==> src/rtl/crc_check.sv <==
// Serial CRC-16 receiver/checker: divides a framed MSB-first codeword by POLY and flags pass/fail.
// Optional build macro CRC_ERR_COUNT_EN adds the saturating ERR_COUNT output.
`timescale 1ns/1ps
module crc_check #(
  parameter int          DATA_W = 16,
  parameter int          CRC_W  = 16,
  parameter logic [15:0] POLY   = 16'h8005,
  parameter logic [15:0] INIT   = 16'h0000
) (
  input  logic              CLK,
  input  logic              RESET,
  input  logic              START,
  input  logic              BIT_VALID,
  input  logic              BIT_IN,
  output logic              BUSY,
  output logic              DONE,
  output logic              CRC_OK,
  output logic [DATA_W-1:0] DATA_OUT,
  output logic [15:0]       REMAINDER
`ifdef CRC_ERR_COUNT_EN
  ,
  output logic [7:0]        ERR_COUNT
`endif
);

  typedef enum logic [1:0] {S_IDLE, S_RECV, S_DONE} state_t;

  localparam logic [5:0] DATA_LIM = 6'(DATA_W);
  localparam logic [5:0] LAST_CNT = 6'(DATA_W + CRC_W - 1);

  state_t            state_reg, state_next;
  logic [15:0]       rem_reg, rem_next;
  logic [DATA_W-1:0] data_reg, data_next;
  logic [5:0]        count_reg, count_next;
  logic              done_reg, done_next;
  logic              crc_ok_reg, crc_ok_next;
  logic [DATA_W-1:0] data_out_reg, data_out_next;
  logic [15:0]       remainder_reg, remainder_next;
  logic [7:0]        err_reg, err_next;

  logic [15:0]       rem_step;
  logic [DATA_W-1:0] data_shift;

  assign rem_step = {rem_reg[14:0], BIT_IN} ^ (rem_reg[15] ? POLY : 16'h0000);

  generate
    if (DATA_W == 1) begin : g_shift_one
      assign data_shift = BIT_IN;
    end else begin : g_shift_many
      assign data_shift = {data_reg[DATA_W-2:0], BIT_IN};
    end
  endgenerate

  always_ff @(posedge CLK) begin
    if (!RESET) begin
      state_reg     <= S_IDLE;
      rem_reg       <= 16'h0000;
      data_reg      <= '0;
      count_reg     <= 6'd0;
      done_reg      <= 1'b0;
      crc_ok_reg    <= 1'b0;
      data_out_reg  <= '0;
      remainder_reg <= 16'h0000;
      err_reg       <= 8'h00;
    end else begin
      state_reg     <= state_next;
      rem_reg       <= rem_next;
      data_reg      <= data_next;
      count_reg     <= count_next;
      done_reg      <= done_next;
      crc_ok_reg    <= crc_ok_next;
      data_out_reg  <= data_out_next;
      remainder_reg <= remainder_next;
      err_reg       <= err_next;
    end
  end

  // Result registers load on the final accepted bit so they are visible in the DONE cycle.
  always_comb begin
    state_next     = state_reg;
    rem_next       = rem_reg;
    data_next      = data_reg;
    count_next     = count_reg;
    done_next      = 1'b0;
    crc_ok_next    = crc_ok_reg;
    data_out_next  = data_out_reg;
    remainder_next = remainder_reg;
    err_next       = err_reg;
    case (state_reg)
      S_IDLE: begin
        if (START) begin
          rem_next   = INIT;
          data_next  = '0;
          count_next = 6'd0;
          state_next = S_RECV;
        end
      end
      S_RECV: begin
        if (START) begin
          rem_next   = INIT;
          data_next  = '0;
          count_next = 6'd0;
        end else if (BIT_VALID) begin
          rem_next   = rem_step;
          count_next = count_reg + 6'd1;
          if (count_reg < DATA_LIM) data_next = data_shift;
          if (count_reg == LAST_CNT) begin
            state_next     = S_DONE;
            done_next      = 1'b1;
            crc_ok_next    = (rem_step == 16'h0000);
            remainder_next = rem_step;
            data_out_next  = data_reg;
            if (rem_step != 16'h0000 && err_reg != 8'hFF) err_next = err_reg + 8'd1;
          end
        end
      end
      S_DONE:  state_next = S_IDLE;
      default: state_next = S_IDLE;
    endcase
  end

  assign BUSY      = (state_reg == S_RECV);
  assign DONE      = done_reg;
  assign CRC_OK    = crc_ok_reg;
  assign DATA_OUT  = data_out_reg;
  assign REMAINDER = remainder_reg;
`ifdef CRC_ERR_COUNT_EN
  assign ERR_COUNT = err_reg;
`endif

endmodule
==> config.mk <==
export PLATFORM = sky130hd
export DESIGN_NAME = crc_check
export DESIGN_NICKNAME = d
export VERILOG_FILES = /design/src/rtl/crc_check.sv
export SDC_FILE = /design/constraint.sdc
export NUM_CORES = 1
export LEC_CHECK = 0
export CAP_MARGIN = 20
export CORE_MARGIN = 2
export CORE_UTILIZATION = 50
export CTS_BUF_LIST = sky130_fd_sc_hd__clkbuf_16
export DETAILED_ROUTE_END_ITERATION = 6
export PLACE_DENSITY = 0.74
export SYNTH_ARGS = -nofsm -noshare
export SYNTH_HDL_FRONTEND = slang
export SYNTH_SLANG_ARGS = --single-unit
==> constraint.sdc <==
create_clock -name CLK -period 4.6 [get_ports CLK]
set_input_delay 0.69 -clock CLK [delete_from_list [all_inputs] [get_ports CLK]]
set_output_delay 0.69 -clock CLK [all_outputs]
set_load 0.01 [all_outputs]
==> results by group, run 1 <==
Run status
  – Outcome: complete, no violations

Worst hold path
  – Beginning of the worst hold path: REMAINDER[11]
  – Worst Hold Class: reg -> reg

Yosys
  – Seq/Total Area, Yosys: 52.0%
  – Mapped Avg Cell Area: 8.97 sq um
  – Area fraction of the dominant cell type after synthesis: 52.0%
  – Dominant cells by area after synthesis: dfxtp_1, nand2_1, a21boi_0, a22oi_1, nor2b_1
  – Main flop type after synthesis: dfxtp_1
  – Netlist Area Pre-Place: 2850 sq um
  – Post-synth top cells: nand2_1, dfxtp_1, a21boi_0, nor2b_1
  – Cells after synthesis: 318
  – Asr flop ratio synth: 0%
  – Seq cells post-synth: 74
  – Yosys warns: 0
  – Synth Net Count: 324
  – Library cells used by synthesis: 36
  – Most frequent cell after synthesis: nand2_1
  – Cell taking the most area after synthesis: dfxtp_1
  – Post-synth EDFFs: 0

Drt
  – Wire length per cell: 12.9 microns
  – Drt drc: 0
  – Detailed Route WL: 5520 microns
  – Via count: 2226
  – 1st-pass router iterations: 4
  – Post-DRT Antenna Nets: 0
  – 1st-iter DRT viols: 142
  – Vias per Instance: 5.21

Placement
  – DP HPWL: 3340 microns
  – Port Buf Inserts: 39
  – RD Place Congestion: 0.758
  – Post-DP Area: 3250 sq um

Worst setup path
  – Arrival @ worst endpoint: 2700 ps
  – Crit path capture type: flop
  – Crit path launch: START
  – Required @ worst endpoint: 4860 ps
  – WS Path Type: in -> reg
  – R2r startpoint: state_reg[1]
  – Worst-path fanout max: 16
  – Crit path launch type: primary input
  – Setup slack, reg-to-reg: 2470 ps

STA
  – FMAX: 410 MHz
  – Unrepaired setup endpoints after global routing: false
  – Tightest Pin Transition: 843 ps
  – Max Slew Vio Count: 0
  – Relative slew slack: 43.3%
  – Post-Route Setup TNS: 0 ps
  – Setup Skew: 4.12 ps
  – Final hold viol count: 0
  – Crit share post-route: 53.1%
  – Min Tclk post-route: 2440 ps
  – Final setup fails: 0

Clock tree
  – CTS tree: built
  – Hold_buf cts: 0
  – CTS Buf Count: 9
  – Clock Pin Slew Worst Setup and Hold Paths: 60 ps
  – Post-CTS resize count: 0
  – H-tree depth: 3
  – Root Buffer: clkbuf_16
  – Clk_lat worst skew: 320 ps
  – CTS max path bufs: 2
  – Setup Fix Bufs, Post-CTS: 0
  – Sink Count: 74

Pwr
  – Max VDD drop: 0.000237 V
  – PwrDens: 394 nW/um^2
  – Pleak: 0.00117 uW

Die
  – Die area: 6320 sq um
  – Boundary Pins: 40
  – Chip height: 79.5 microns
  – Initial core utilization: 51.8%
  – DIE WIDTH: 79.5 microns
  – FP Rows: 27
  – Core outline area: 5510 sq um

Job
  – Max-Cap Viols: 0

Global routing
  – Largest net degree at the start of global routing: 54
  – Grt met2 use: 28.1%
  – Most used routing layer: met2
  – Vias in the first global route: 1920
  – Total GRT Usage: 18.7%
  – Aggregate global routing overflow: 0
  – Initial antenna violation count: 0
  – Met1 Usage GRT: 24.7%
  – Global-route wire length before repair: 9110 microns
  – Met3 Usage GRT: 3.96%

Cells and area
  – Layout cells sized above 1: 6.76%
  – Layout Nets: 357
  – Fin area: 3570 sq um
  – Area Overhead vs Synth: 25.3%
  – # diodes: 0
## report_power, final
group	total [uW]	switching [uW]	leakage (uW)	internal [uW]
clock	714	247	0.000143	467
sequential	646	2.74	0.000597	644
combinational	46.2	27.7	0.000434	18.5
total	1410	278	0.00117	1130
## routing by layer
metal | routed length (microns) | part of all wire (%)
met5 | 0 | 0
met4 | 111 | 2.0
met3 | 256 | 4.6
met2 | 2550 | 46
met1 | 2610 | 47
## through the flow
| step | hold WS, ps | setup WS [ps] | std cells | total power (uW) | utilization (%) |
|---|---|---|---|---|---|
| final | 450 | 2160 | 427 | 1410 | 64.9 |
| after global routing | 474 | 2000 | 427 | 1450 | 64.9 |
| after CTS | 454 | 2180 | 426 | 1420 | 64.7 |
| after detailed placement | 446 | 1880 | 411 | 705 | 59.1 |
| after global placement | 443 | 1910 | 411 | 704 | 59.1 |
| after floorplan | 441 | 2610 | 318 | 692 | - |
## area by class of cell
class	count	area [sq um]
fill	444	1930
sequential	74	1480
multi-input combinational	222	1260
timing repair buffer	43	424
clock buffer	9	225
tap	72	90.1
clock inverter	6	82.6
inverter	1	3.75
## critical path, cell delays in order
cell	delay, ps
clkdlybuf4s50_1	450
or3b_4	430
nor4_4	760
a22oi_1	220
nor2b_1	140
## cells in the final DEF (no fill, tap or decap), types with 2 or more instances in the layout
cell	synthesis	final
nor2_1	10	10
nor4_1	3	3
dfxtp_1	74	74
nor3b_1	2	2
nor4_4	1	2
and2_1	2	2
clkdlybuf4s50_1	0	39
buf_4	1	3
clkinvlp_4	0	2
o211a_1	3	3
a21boi_0	19	19
a21oi_1	16	16
nand4_1	2	2
or2_2	2	2
nor2b_1	17	17
xnor2_1	9	9
bufinv_16	0	2
nor4b_1	2	2
nand2_1	93	93
a22oi_1	16	16
a211oi_1	2	2
a21boi_1	10	10
clkbuf_16	0	9
clkinv_1	0	2
## final timing paths
path         depth (start not counted)             to
min                                  2  REMAINDER[11]
min reg2reg                          2  REMAINDER[11]
max                                  5    data_reg[3]
max reg2reg                          4    data_reg[3]
## cell families (layout without fill, tap and decap cells)
group | count (synthesis) | count (layout) | share of synthesized area [%]
AO/OA/AOI/OAI | 71 | 71 | 17.6
flip-flops | 74 | 74 | 52.0
AND/OR/NAND/NOR | 141 | 141 | 23.2
buffers and inverters | 22 | 59 | 3.99
adder cells (fa/ha/maj) | 1 | 1 | 0.439
XOR/XNOR | 9 | 9 | 2.76
Note: power is estimated with default switching activity, not from simulation.
==> run 2, diff against run 1 <==
CORE_UTILIZATION = 48   (was 50)
clock period = 2.1 ns   (was 4.6 ns; I/O delays follow)
==> run 2 against run 1 <==
  * Final cell count rose by 2.6%
  * Count of clock-buffer cells in the layout unchanged
  * Via count is 0.72% higher
  * Critical path depth rose by 2
  * Largest cell class unchanged
  * Largest power group unchanged
==> results by group, run 2 (synthesized netlist as in run 1, its figures left out) <==
Run status
  – Outcome: complete, no violations

Worst setup path
  – Crit-path cells: clkdlybuf4s50_1 -> or3b_4 -> buf_4 -> nor4_4 -> buf_4 -> nand2_1 -> a21boi_0
  – Required @ worst endpoint: 2340 ps
  – CP top delay family: buffers and inverters
  – Crit-path slowest cell: clkdlybuf4s50_1
  – Crit path capture type: flop
  – Arrival @ worst endpoint: 2080 ps
  – Crit path launch: START
  – Critical path buffers and inverters: 3
  – WS Path Type: in -> reg
  – Crit path launch type: primary input
  – R2r startpoint: state_reg[1]
  – Worst Setup EP: DATA_OUT[6]
  – Worst reg2reg path depth: 6
  – Worst-path fanout max: 17
  – Critical Path Most Common Cell: buf_4
  – Worst reg2reg endpoint: DATA_OUT[6]
  – Slowest stage delay, CP: 450 ps
  – Total stage count of the critical path: 7
  – Setup slack, reg-to-reg: 270 ps

Cells and area
  – # diodes: 0
  – Reg area: 1480 sq um
  – Layout cells sized above 1: 8.54%
  – Layout Cells excl Fill: 438
  – Most frequent cells in the layout: nand2_1, dfxtp_1, clkdlybuf4s50_1, a21boi_0, nor2b_1
  – Final-layout fill cell count: 525
  – Layout Nets: 364
  – Util after Layout: 62.8%
  – Commonest non-fill, non-tap cell in the layout: nand2_1
  – Fin area: 3650 sq um
  – Area Overhead vs Synth: 28.0%
  – Footprint of the multi-input gates: 1260 sq um

Clock tree
  – Hold_buf cts: 0
  – CTS Buf Count: 9
  – Post-CTS resize count: 0
  – Clk_lat worst skew: 330 ps
  – CTS tree: built
  – Root Buffer: clkbuf_16
  – CTS max path bufs: 2
  – Setup Fix Bufs, Post-CTS: 0
  – Clock Pin Slew Worst Setup and Hold Paths: 50 ps
  – H-tree depth: 3
  – Sink Count: 74

Die
  – Die area: 6570 sq um
  – Boundary Pins: 40
  – Chip height: 81.1 microns
  – Core outline area: 5820 sq um
  – FP Rows: 28
  – Initial core utilization: 49.0%
  – DIE WIDTH: 81.1 microns

Pwr
  – Max VDD drop: 0.000472 V
  – Tot Pwr: 3100 uW
  – PwrDens: 849 nW/um^2
  – Pleak: 0.00122 uW

STA
  – Final hold viol count: 0
  – FMAX: 545 MHz
  – Final setup fails: 0
  – Setup Skew: 6.19 ps
  – Max Slew Vio Count: 0
  – Tightest Pin Transition: 627 ps
  – Min Tclk post-route: 1840 ps
  – Relative slew slack: 58.2%
  – Fin Hold WS: 449 ps
  – Crit share post-route: 87.4%
  – Unrepaired setup endpoints after global routing: false

Global routing
  – Vias in the first global route: 2105
  – Global-route wire length before repair: 9550 microns
  – Initial antenna violation count: 0
  – Aggregate global routing overflow: 0
  – Largest net degree at the start of global routing: 46
  – Total GRT Usage: 19.1%

Placement
  – DP HPWL: 3630 microns
  – Inst Count DP: 421
  – Port Buf Inserts: 39
  – Post-DP Area: 3330 sq um
  – RD Place Congestion: 0.797

Drt
  – Detailed Route WL: 5570 microns
  – Vias per Instance: 5.12
  – Drt drc: 0
  – Wire length per cell: 12.7 microns
  – 1st-pass router iterations: 4
  – 1st-iter DRT viols: 85
  – Post-DRT Antenna Nets: 0
  – Via count: 2242

Job
  – Max-Cap Viols: 0

Worst hold path
  – Worst Hold Class: reg -> reg
-- run 2: cell types whose count changed in the layout (fill, tap and decap cells not counted), sizes merged --
cell,previous run,this run
clkinv,2,4
clkinvlp,2,1
buf,4,11
-- run 2: worst min path at each step --
stage               cells past startpoint         start           end  slack (ps)
floorplan                               2  data_reg[15]  DATA_OUT[15]         440
CTS                                     2   DATA_OUT[4]   DATA_OUT[4]         450
finish                                  2   DATA_OUT[4]   DATA_OUT[4]         450
detailed placement                      2   DATA_OUT[4]   DATA_OUT[4]         450
global route                            2   DATA_OUT[5]   DATA_OUT[5]         480
global placement                        2   DATA_OUT[3]   DATA_OUT[3]         440
-- run 2: worst register-to-register path, stage by stage (launching register included) --
cell and delay [ps]:
dfxtp_1 400, or3b_4 440, buf_4 160, nor4_4 180
buf_4 270, nand2_1 110, a21boi_0 190
-- run 2: metrics by stage --
| stage | setup TNS [ps] | worst slack, ps |
|---|---|---|
| after floorplan | 0 | 411 |
| after global routing | 0 | 121 |
| after CTS | 0 | 198 |
| after detailed placement | -1950 | -145 |
| final | 0 | 264 |
| after global placement | -279 | -41.0 |
-- run 2: final cells by class --
cell class,count,area share (%)
clock buffer,9,6.17
clock inverter,7,2.30
inverter,1,0.103
multi-input combinational,222,34.6
sequential,74,40.6
tap,75,2.57
timing repair buffer,50,13.6
-- run 2: power breakdown --
| part | internal [uW] | total [uW] | switching [uW] |
|---|---|---|---|
| Clock | 1020 | 1570 | 547 |
| Sequential | 1410 | 1420 | 6.04 |
| Combinational | 48.7 | 112 | 63.4 |
-- run 2: per-layer routing --
layer	track usage [%]	share of wire, %
met4	9.15	2.0
met3	5.78	3.9
met5	0	0
met1	23.0	47
met2	31.0	47
==> run 3, diff against run 2 <==
MAX_ROUTING_LAYER = met4   (was unset)
==> run 3 against run 2 <==
  * Clock power about the same
  * Setup slack got worse by 4.7 ps
  * Count of clock-buffer cells in the layout unchanged
  * First-iteration DRC count up 4.7%
  * Via count is 0.71% higher
  * Sequential cell count unchanged
  * Critical path depth unchanged
  * Power barely moved
  * Final cell count unchanged
  * Clock skew barely moved
  * Critical path type unchanged
  * Highest routed layer unchanged
==> results by group, run 3 (synthesized netlist as in run 1, its figures left out) <==
Clock tree
  – Clk_lat worst skew: 330 ps
  – H-tree depth: 3
  – Clock Pin Slew Worst Setup and Hold Paths: 50 ps
  – Hold_buf cts: 0
  – CTS max path bufs: 2
  – Root Buffer: clkbuf_16
  – CTS Buf Count: 9
  – CTS tree: built
  – Setup Fix Bufs, Post-CTS: 0
  – Sink Count: 74
  – Post-CTS resize count: 0

Drt
  – Vias per Instance: 5.16
  – 1st-iter DRT viols: 89
  – Wire length per cell: 12.7 microns
  – Post-DRT Antenna Nets: 0
  – Drt drc: 0
  – Via count: 2258
  – Detailed Route WL: 5570 microns
  – 1st-pass router iterations: 4

Worst setup path
  – WS Path Type: in -> reg
  – Crit path capture type: flop
  – Worst reg2reg path depth: 6
  – Required @ worst endpoint: 2340 ps
  – Worst-path fanout max: 17
  – Crit path launch type: primary input
  – Arrival @ worst endpoint: 2080 ps

Pwr
  – Pleak: 0.00122 uW
  – Switching Share: 19.9%
  – Max VDD drop: 0.000472 V
  – Sequential cell fraction of total power: 45.7%
  – Clock share of power: 50.7%
  – NetSw: 616 uW
  – PwrDens: 849 nW/um^2
  – Int Power: 2480 uW
  – Comb pwr share: 3.6%

Global routing
  – Total GRT Usage: 19.6%
  – Initial antenna violation count: 0
  – Global-route wire length before repair: 9550 microns
  – Met1 Usage GRT: 23.1%
  – Largest net degree at the start of global routing: 46
  – Grt met2 use: 31.0%
  – Vias in the first global route: 2102
  – Most used routing layer: met2
  – Aggregate global routing overflow: 0
  – Met3 Usage GRT: 4.11%

Die
  – Core outline area: 5820 sq um
  – Initial core utilization: 49.0%
  – Die area: 6570 sq um
  – Boundary Pins: 40
  – DIE WIDTH: 81.1 microns
  – FP Rows: 28
  – Chip height: 81.1 microns

Worst hold path
  – Hold Path Depth: 2
  – Worst Hold Class: reg -> reg

Job
  – Max-Cap Viols: 0

Cells and area
  – Fin area: 3650 sq um
  – Final-layout fill cell count: 525
  – # diodes: 0
  – Layout cells sized above 1: 8.54%
  – Layout Nets: 364
  – Commonest non-fill, non-tap cell in the layout: nand2_1
  – Area Overhead vs Synth: 28.0%
  – Most frequent cells in the layout: nand2_1, dfxtp_1, clkdlybuf4s50_1, a21boi_0, nor2b_1

Run status
  – Outcome: complete, no violations

STA
  – Relative slew slack: 57.7%
  – Setup Skew: 6.22 ps
  – Post-Route Setup TNS: 0 ps
  – Min Tclk post-route: 1840 ps
  – Max Slew Vio Count: 0
  – Final hold viol count: 0
  – Crit share post-route: 87.7%
  – Unrepaired setup endpoints after global routing: false
  – FMAX: 543 MHz
  – Final setup fails: 0
  – Tightest Pin Transition: 635 ps
  – Fin Hold WS: 449 ps

Placement
  – Post-DP Area: 3330 sq um
  – RD Place Congestion: 0.808
  – Port Buf Inserts: 39
  – DP HPWL: 3630 microns
-- run 3: metrics by stage --
stage / worst slack, ps / total power, uW / instances / utilization [%]
after floorplan: 411 / 1520 / 318 / -
after global placement: -41.0 / 1550 / 421 / 57.3
after detailed placement: -145 / 1560 / 421 / 57.3
after CTS: 198 / 3130 / 437 / 62.7
after global routing: 117 / 3200 / 438 / 62.8
final: 259 / 3100 / 438 / 62.8
-- run 3: layer usage --
metal  part of all wire (%)  vias up
li1                       -     1152
met1                     47     1047
met5                      0        -
met3                    3.5       14
met4                    2.8        0
met2                     46       45
-- run 3: critical path, cell delays in order --
cell and delay (ps):
clkdlybuf4s50_1 450, or3b_4 400, buf_4 160, nor4_4 180
buf_4 270, nand2_1 110, a21boi_0 190
-- run 3: final timing paths --
| kind | start | end | slack [ps] |
|---|---|---|---|
| worst min register to register | DATA_OUT[4] | DATA_OUT[4] | 450 |
| worst max register to register | state_reg[1] | DATA_OUT[6] | 260 |
| worst min-delay path | DATA_OUT[4] | DATA_OUT[4] | 450 |
| worst max-delay path | START | DATA_OUT[6] | 260 |
-- run 3: final cells by class --
| type | instances | area, sq um | share of cell area, % |
|---|---|---|---|
| Clock buffer | 9 | 225 | 6.17 |
| Multi-Input combinational cell | 222 | 1260 | 34.6 |
| Tap cell | 75 | 93.8 | 2.57 |
| Clock inverter | 7 | 83.8 | 2.30 |
| Sequential cell | 74 | 1480 | 40.6 |
| Timing Repair Buffer | 50 | 498 | 13.6 |
| Inverter | 1 | 3.75 | 0.103 |
-- run 3: power groups by stage --
stage               Combinational, uW  Clock, uW  Sequential, uW
floorplan                        70.8          0            1440
global placement                  108          0            1450
detailed placement                109          0            1450
CTS                               111       1600            1420
global route                      121       1660            1420
finish                            112       1570            1420
